<file path="config.mk">
export PLATFORM = sky130hd
export DESIGN_NAME = host_bus_arbiter
export DESIGN_NICKNAME = d
export VERILOG_FILES = /design/src/rtl/host_bus_arbiter.sv
export SDC_FILE = /design/constraint.sdc
export NUM_CORES = 1
export LEC_CHECK = 0
export CAP_MARGIN = 25
export CORE_MARGIN = 10
export CORE_UTILIZATION = 43
export CTS_CLUSTER_SIZE = 20
export DETAILED_ROUTE_END_ITERATION = 6
export PLACE_DENSITY = 0.8
export REMOVE_ABC_BUFFERS = 1
export SLEW_MARGIN = 20
export SYNTH_ARGS = -nofsm -noshare
export SYNTH_HDL_FRONTEND = slang
export SYNTH_SLANG_ARGS = --single-unit
</file>
<file path="constraint.sdc">
create_clock -name i_clk_reg -period 2.23 [get_ports i_clk_reg]
set_clock_uncertainty 0.15 [all_clocks]
set_input_delay 0.3345 -clock i_clk_reg [delete_from_list [all_inputs] [get_ports i_clk_reg]]
set_output_delay 0.3345 -clock i_clk_reg [all_outputs]
set_load 0.01 [all_outputs]
</file>
<file path="src/rtl/host_bus_arbiter.sv">
// MAC host register bus arbiter: round-robin between requesters A and B, one host
// access plus a recovery cycle per grant, address range check and transaction counters.
module host_bus_arbiter #(
    parameter int unsigned ADDR_MAX = 34,
    parameter int unsigned CNT_W    = 16
) (
    input  logic             i_clk_reg,
    input  logic             i_reset,
    input  logic             i_a_req,
    input  logic             i_a_we,
    input  logic [6:0]       i_a_addr,
    input  logic [15:0]      i_a_wdata,
    output logic             o_a_gnt,
    output logic             o_a_done,
    input  logic             i_b_req,
    input  logic             i_b_we,
    input  logic [6:0]       i_b_addr,
    input  logic [15:0]      i_b_wdata,
    output logic             o_b_gnt,
    output logic             o_b_done,
    output logic [15:0]      o_rsp_rdata,
    output logic             o_rsp_err,
    output logic             o_csb,
    output logic             o_wrb,
    output logic [7:0]       o_ca,
    output logic [15:0]      o_cd_in,
    input  logic [15:0]      i_cd_out,
    output logic [CNT_W-1:0] o_wr_cnt,
    output logic [CNT_W-1:0] o_rd_cnt
);

    typedef enum logic [1:0] {StIdle, StAccess, StReject, StRecover} state_e;

    localparam logic [6:0] AddrMaxL = 7'(ADDR_MAX);

    state_e             r_state;
    logic               r_last_b;
    logic               r_own_b;
    logic               r_we;
    logic               r_a_gnt, r_b_gnt, r_a_done, r_b_done;
    logic [15:0]        r_rsp_rdata;
    logic               r_rsp_err;
    logic               r_csb, r_wrb;
    logic [7:0]         r_ca;
    logic [15:0]        r_cd_in;
    logic [CNT_W-1:0]   r_wr_cnt, r_rd_cnt;

    logic               w_arb, w_pick_a, w_pick_b;
    logic               w_win_we, w_win_legal;
    logic [6:0]         w_win_addr;
    logic [15:0]        w_win_wdata;

    // On a tie the requester that was not granted last wins.
    always_comb begin
        w_arb       = (r_state == StIdle) || (r_state == StRecover);
        w_pick_a    = w_arb && i_a_req && (!i_b_req || r_last_b);
        w_pick_b    = w_arb && i_b_req && !w_pick_a;
        w_win_we    = w_pick_b ? i_b_we    : i_a_we;
        w_win_addr  = w_pick_b ? i_b_addr  : i_a_addr;
        w_win_wdata = w_pick_b ? i_b_wdata : i_a_wdata;
        w_win_legal = (w_win_addr <= AddrMaxL);
    end

    always_ff @(posedge i_clk_reg) begin
        if (i_reset) begin
            r_state     <= StIdle;
            r_last_b    <= 1'b1;
            r_own_b     <= 1'b0;
            r_we        <= 1'b0;
            r_a_gnt     <= 1'b0;
            r_b_gnt     <= 1'b0;
            r_a_done    <= 1'b0;
            r_b_done    <= 1'b0;
            r_rsp_rdata <= '0;
            r_rsp_err   <= 1'b0;
            r_csb       <= 1'b1;
            r_wrb       <= 1'b1;
            r_ca        <= '0;
            r_cd_in     <= '0;
            r_wr_cnt    <= '0;
            r_rd_cnt    <= '0;
        end else begin
            r_a_gnt  <= 1'b0;
            r_b_gnt  <= 1'b0;
            r_a_done <= 1'b0;
            r_b_done <= 1'b0;
            r_csb    <= 1'b1;
            r_wrb    <= 1'b1;
            case (r_state)
                StAccess: begin
                    r_a_done  <= !r_own_b;
                    r_b_done  <= r_own_b;
                    r_rsp_err <= 1'b0;
                    if (r_we) begin
                        r_wr_cnt <= r_wr_cnt + CNT_W'(1);
                    end else begin
                        r_rd_cnt    <= r_rd_cnt + CNT_W'(1);
                        r_rsp_rdata <= i_cd_out;
                    end
                    r_state <= StRecover;
                end
                StReject: begin
                    r_a_done  <= !r_own_b;
                    r_b_done  <= r_own_b;
                    r_rsp_err <= 1'b1;
                    r_state   <= StRecover;
                end
                StIdle, StRecover: begin
                    if (w_pick_a || w_pick_b) begin
                        r_a_gnt  <= w_pick_a;
                        r_b_gnt  <= w_pick_b;
                        r_own_b  <= w_pick_b;
                        r_last_b <= w_pick_b;
                        r_we     <= w_win_we;
                        if (w_win_legal) begin
                            r_csb   <= 1'b0;
                            r_wrb   <= !w_win_we;
                            r_ca    <= {w_win_addr, 1'b0};
                            r_cd_in <= w_win_we ? w_win_wdata : 16'h0000;
                            r_state <= StAccess;
                        end else begin
                            r_state <= StReject;
                        end
                    end else begin
                        r_state <= StIdle;
                    end
                end
                default: r_state <= StIdle;
            endcase
        end
    end

    assign o_a_gnt     = r_a_gnt;
    assign o_b_gnt     = r_b_gnt;
    assign o_a_done    = r_a_done;
    assign o_b_done    = r_b_done;
    assign o_rsp_rdata = r_rsp_rdata;
    assign o_rsp_err   = r_rsp_err;
    assign o_csb       = r_csb;
    assign o_wrb       = r_wrb;
    assign o_ca        = r_ca;
    assign o_cd_in     = r_cd_in;
    assign o_wr_cnt    = r_wr_cnt;
    assign o_rd_cnt    = r_rd_cnt;

endmodule
</file>
[Word level (Yosys, flattened, before mapping)]
Cells that the tools add are included.
W data, S select, Z words.
Storage, ports and cells
  register bits: 83
  bits in latches: 0
  bits in writable memories: 0
  memory bits (read-only): 0
  bits of input ports: 68
  output and inout bits: 79
  logic and storage cells: 58
  memories kept: 0
Operators by class
  add/sub/neg operators: 2
  $mul: 0
  divide/modulo/power cells: 0
  $lt $le $gt $ge: 1
  equality and inequality tests: 3
  shift-type cells: 0
  muxes and demuxes: 9
  bitwise gates (word level): 5
  reduce and logical (&&, ||, !) cells: 22
Operators by type and width (number)
  $add A16 B1 Y16 const B: 2
  $mux W16: 2
  $le A7 B6 Y1 const B: 1
  $mux W7: 1
  $reduce_and A2 Y1: 3
  $reduce_or A2 Y1: 3
  $not A1 Y1: 5
  $eq A2 B2 Y1 const B: 2
  $logic_and A1 B1 Y1: 4
  $logic_not A1 Y1: 4
  $mux W2: 2
  $pmux W2 S2: 1
  $reduce_or A4 Y1: 1
  $logic_or A1 B1 Y1: 3
  $reduce_and A3 Y1: 1
  $reduce_or A3 Y1: 1
  $eq A2 B1 Y1 const B: 1
  $logic_not A2 Y1: 1
  $mux W1: 2
  $pmux W1 S2: 1
  $reduce_bool A2 Y1: 1

[Longest topological paths before layout]
  word-level depth: 11
  depth in mapped cells: 8
  depth with buffers taken out: 7

[Worst setup path after synthesis]
No wires, ideal clock.
  kind: flip-flop to flip-flop
  start: reg r_state[0]
  end: reg r_ca[2] (netlist: o_ca[2])
  setup time: 128 ps
  arrival time: 1732 ps
  data required time: 1952 ps
  path slack: 220 ps
  stages on the path, launching flop included: 9
  path buffers: 2
  clock period less this slack: 2010 ps
  cell sequence: dfxtp_1 -> inv_1 -> ha_1 -> buf_2 -> and3_1 -> o221ai_4 -> buf_6 -> mux2i_1 -> nor2_1
On the way
  cells in the longest elaborated chain, start to end: 9
  elaborated cells on any way between the ends: 13
  those cells by class: order compare (1); eq/ne (1); mux (1); reduce/logical (10)
Ends and longest elaborated chain
  start, declared: RTL line 36  | state_e r_state;
  start signal, assigned: RTL line 66  | r_state <= StIdle;
  start signal, assigned: RTL line 100  | r_state <= StRecover;
  start signal, assigned: RTL line 106  | r_state <= StRecover;
  $eq A2 B2 Y1 or $logic_not A2 Y1 (tied branches): RTL line 55, 89
  $logic_or A1 B1 Y1: RTL line 55  | w_arb = (r_state == StIdle) || (r_state == StRecover);
  $logic_and A1 B1 Y1 (2 in a row): RTL line 56  | w_pick_a = w_arb && i_a_req && (!i_b_req || r_last_b);
  $logic_not A1 Y1: RTL line 57  | w_pick_b = w_arb && i_b_req && !w_pick_a;
  $logic_and A1 B1 Y1: RTL line 57
  $mux W7: RTL line 59  | w_win_addr = w_pick_b ? i_b_addr : i_a_addr;
  $le A7 B6 Y1: RTL line 61  | w_win_legal = (w_win_addr <= AddrMaxL);
  $reduce_and A3 Y1 (no line)
  end signal, assigned: RTL line 118  | r_ca <= {w_win_addr, 1'b0};
  end, declared: RTL line 44  | logic [7:0] r_ca;
Several ways; a longest one is shown, not always the timed one.
A chain may end at the register's enable or synchronous reset.

[Worst setup path in the final report]
  start: in i_b_addr[3]
  end: reg r_cd_in[5] (netlist: o_cd_in[5])
On the way
  cells in the longest elaborated chain, start to end: 3
Ends and longest elaborated chain
  start, declared: RTL line 17  | input logic [6:0] i_b_addr,
  $mux W7: RTL line 59
  $le A7 B6 Y1: RTL line 61
  $reduce_and A3 Y1 (no line)
  end signal, assigned: RTL line 119  | r_cd_in <= w_win_we ? w_win_wdata : 16'h0000;
  end, declared: RTL line 45  | logic [15:0] r_cd_in;
No other way between the ends.

==> reports/results.txt <==
Outcome: finished, final reports clean
RSZ-0062 raised after global routing: no
Netlist cell types: 42
CP Launch Type: primary input
DR WL/cell: 16.0 microns
DP Wirelength: 7990 microns
Clock power frac: 20.6%
R2R Path End: o_rd_cnt[15]
Antenna-violating nets left: 0
Largest net degree at the start of global routing: 48
Ant diodes: 0
# IOs: 147
Post-CTS resize count: 0
Post-CTS repair timing setup buffer count: 0
Gr usage total: 16.1%
Final hold vios: 0
Worst reg2reg startpoint: r_state[1]
Reg2Reg Setup Slack: 260 ps
Worst Reg-to-Reg Cells: 7
Num CTS Buffers: 9
Most common cell after layout, fill and taps aside: clkdlybuf4s50_1
Starting Density: 44.0%
Worst path slowest cell: or4_4
CP peak stage delay: 550 ps
CTS tree: built
Leakage dissipation: 2.00 nW
Layout cells sized above 1: 11.2%
Post-route minimum period: 2010 ps
Final WL: 10300 microns
Final RePlAce weighted congestion: 0.816
Netlist Area Pre-Place: 3620 sq um
Final net count: 604
Hold path startpoint: i_reset
Ys Warns: 0
Fin cells: 641
Cts hold-fix bufs: 0
Critical path type: in -> reg
PwrDens: 839 nW/um^2
P_int: 3.01 mW
Critical Path Fanout Max: 34
First-pass GRT wire length: 17000 microns
FF+latch count, synth: 83
Relative slew slack: 50.5%
FMAX: 0.497 GHz
Dpl cells: 626
Initial antenna violation count: 0
Port Buffers: 145
First DRT Iteration DRCs: 117
Area delta synth->final: 49.1%
Clk root buf: clkbuf_8
Worst Hold Endpoint: o_ca[5]
Via Count: 3306
# DRC: 0
Clock buffer depth: 2
Hold slack: 203 ps
Gr ovfl total: 0
CORE AREA: 8220 sq um
Syn avg cell area: 9.40 sq um
Clk sink count: 83
Place WS: -140 ps
Cells after Synth: 385
Worst-Skew Late Latency: 340 ps
Vias in the first global route: 3504
Crit path required time: 2330 ps
Router iterations before antenna repair: 4
Worst Slack Setup Final: 220 ps
Combinational Power Share: 39.4%
Hold Path Depth: 2
Sw frac: 33.5%
Worst VDD drop: 0.411 mV
Least-Margin Pin Slew: 742 ps
Critical Path Sink Type: register
CP cell instances: clkdlybuf4s50_1 -> or4_4 -> a21oi_4 -> o221ai_4 -> buf_12 -> o31ai_2
Sum of negative setup slack: 0 ps
Post-Route Utilization: 65.6%
Final Cycle Share: 90.2%
Htree depth: 3
P_sw: 1.52 mW
Setup violations, final: 0
Die area: 12500 sq um
Vias/cell: 5.16
Row cnt: 33
Slew Limit Fails: 0
Die height: 112 microns
Hold Path Class: in -> reg
Sequential fraction of the synthesis area: 45.9%
Commonest non-fill, non-tap cells in the layout: 144 x clkdlybuf4s50_1, 83 x dfxtp_1, 51 x nand2_1
Worst-path clk slew: 80 ps
Die Span X: 112 microns
MaxCap Viol Count: 0
Sequential share of power: 40.1%
WP data arrival: 2110 ps
==> critical path: cells and delay by family <==
kind | cells | cell delay [ps]
buffers and inverters | 2 | 630
AOI/OAI and AO/OA | 3 | 580
and+or+nand+nor | 1 | 550
==> power by group through the flow <==
| stage | clock, mW | sequential, mW | combinational (mW) |
|---|---|---|---|
| finish | 0.932 | 1.81 | 1.78 |
| global route | 1.02 | 1.84 | 1.96 |
| CTS | 0.970 | 1.82 | 1.81 |
| detailed placement | 0 | 1.85 | 1.80 |
| global placement | 0 | 1.84 | 1.76 |
| floorplan | 0 | 1.91 | 0.849 |
==> logic make-up (layout without fill, tap and decap cells) <==
family	count (synthesis)	count (layout)	synth area share, %
simple gates	153	153	21.3
flops	83	83	45.9
compound gates	60	60	13.1
buf+inv	31	182	4.11
mux	30	30	8.51
xor+xnor	23	23	5.57
fa+ha+maj	4	4	1.38
other cells	1	1	0.104
==> final cells by class <==
class,count,area [sq um]
Clock buffer,10,138
Multi-Input combinational cell,271,1810
Sequential cell,83,1660
Inverter,7,26.3
Timing Repair Buffer,160,1600
Clock inverter,5,30.0
Tap cell,105,131
Fill cell,687,2820
==> registers in the layout, summed over array words and instances, names as in the netlist <==
name / count
o_ca: 7
o_rsp_rdata: 16
o_a_gnt: 1
r_state: 2
o_b_done: 1
r_we: 1
o_rd_cnt: 16
o_b_gnt: 1
r_own_b: 1
o_cd_in: 16
o_csb: 1
o_a_done: 1
o_wrb: 1
r_last_b: 1
o_rsp_err: 1
o_wr_cnt: 16
==> synth_stat cells (all sizes together) <==
| cell type | n | area (sq um) |
|---|---|---|
| a211o | 1 | 8.76 |
| a211oi | 1 | 7.51 |
| a21oi | 28 | 151 |
| and3 | 3 | 18.8 |
| and3b | 1 | 8.76 |
| and4 | 1 | 8.76 |
| buf | 11 | 73.8 |
| clkbuf | 13 | 48.8 |
| conb | 1 | 3.75 |
| dfxtp | 83 | 1660 |
| ha | 4 | 50.1 |
| inv | 7 | 26.3 |
| mux2 | 6 | 67.6 |
| mux2i | 24 | 240 |
| nand2 | 53 | 204 |
| nand2b | 1 | 6.26 |
| nand3 | 9 | 57.6 |
| nand3b | 16 | 120 |
| nand4 | 5 | 31.3 |
| nor2 | 32 | 120 |
| nor2b | 4 | 25.0 |
| nor3 | 8 | 40.0 |
| nor3b | 1 | 7.51 |
| nor4 | 6 | 37.5 |
| o2111ai | 1 | 8.76 |
| o21a | 1 | 7.51 |
| o21ai | 9 | 45.0 |
| o221ai | 1 | 26.3 |
| o22a | 1 | 8.76 |
| o2bb2ai | 1 | 8.76 |
| o31ai | 16 | 200 |
| or2 | 2 | 12.5 |
| or3 | 10 | 62.6 |
| or4 | 1 | 11.3 |
| xnor2 | 12 | 105 |
| xor2 | 11 | 96.3 |
==> layer usage <==
metal	routed length (microns)	share of wire, %	GRT usage [%]	up-vias
li1	-	-	-	1627
met1	4080	40	17.1	1517
met2	4610	45	25.9	141
met3	1350	13	9.72	21
met4	230	2.2	5.74	0
met5	0	0	0	-
==> worst max-delay path by stage <==
stage | startpoint | to | slack (ps) | depth (start not counted)
after floorplan | r_state[1] | o_rd_cnt[15] | -290 | 7
after global placement | i_b_addr[3] | o_csb | -70 | 6
after detailed placement | i_b_addr[3] | o_cd_in[5] | -140 | 6
after CTS | r_state[1] | o_rd_cnt[15] | 230 | 7
after global routing | r_state[1] | o_rd_cnt[15] | 3 | 7
final | i_b_addr[3] | o_cd_in[5] | 220 | 6
==> stage by stage <==
stage / total power, mW / area (sq um)
2_1_floorplan: 2.76 / 3500
3_3_place_gp: 3.60 / 5230
3_5_place_dp: 3.65 / 5230
4_1_cts: 4.60 / 5390
5_1_grt: 4.82 / 5390
6_report: 4.53 / 5390
Note: power is estimated with default switching activity, not from simulation.
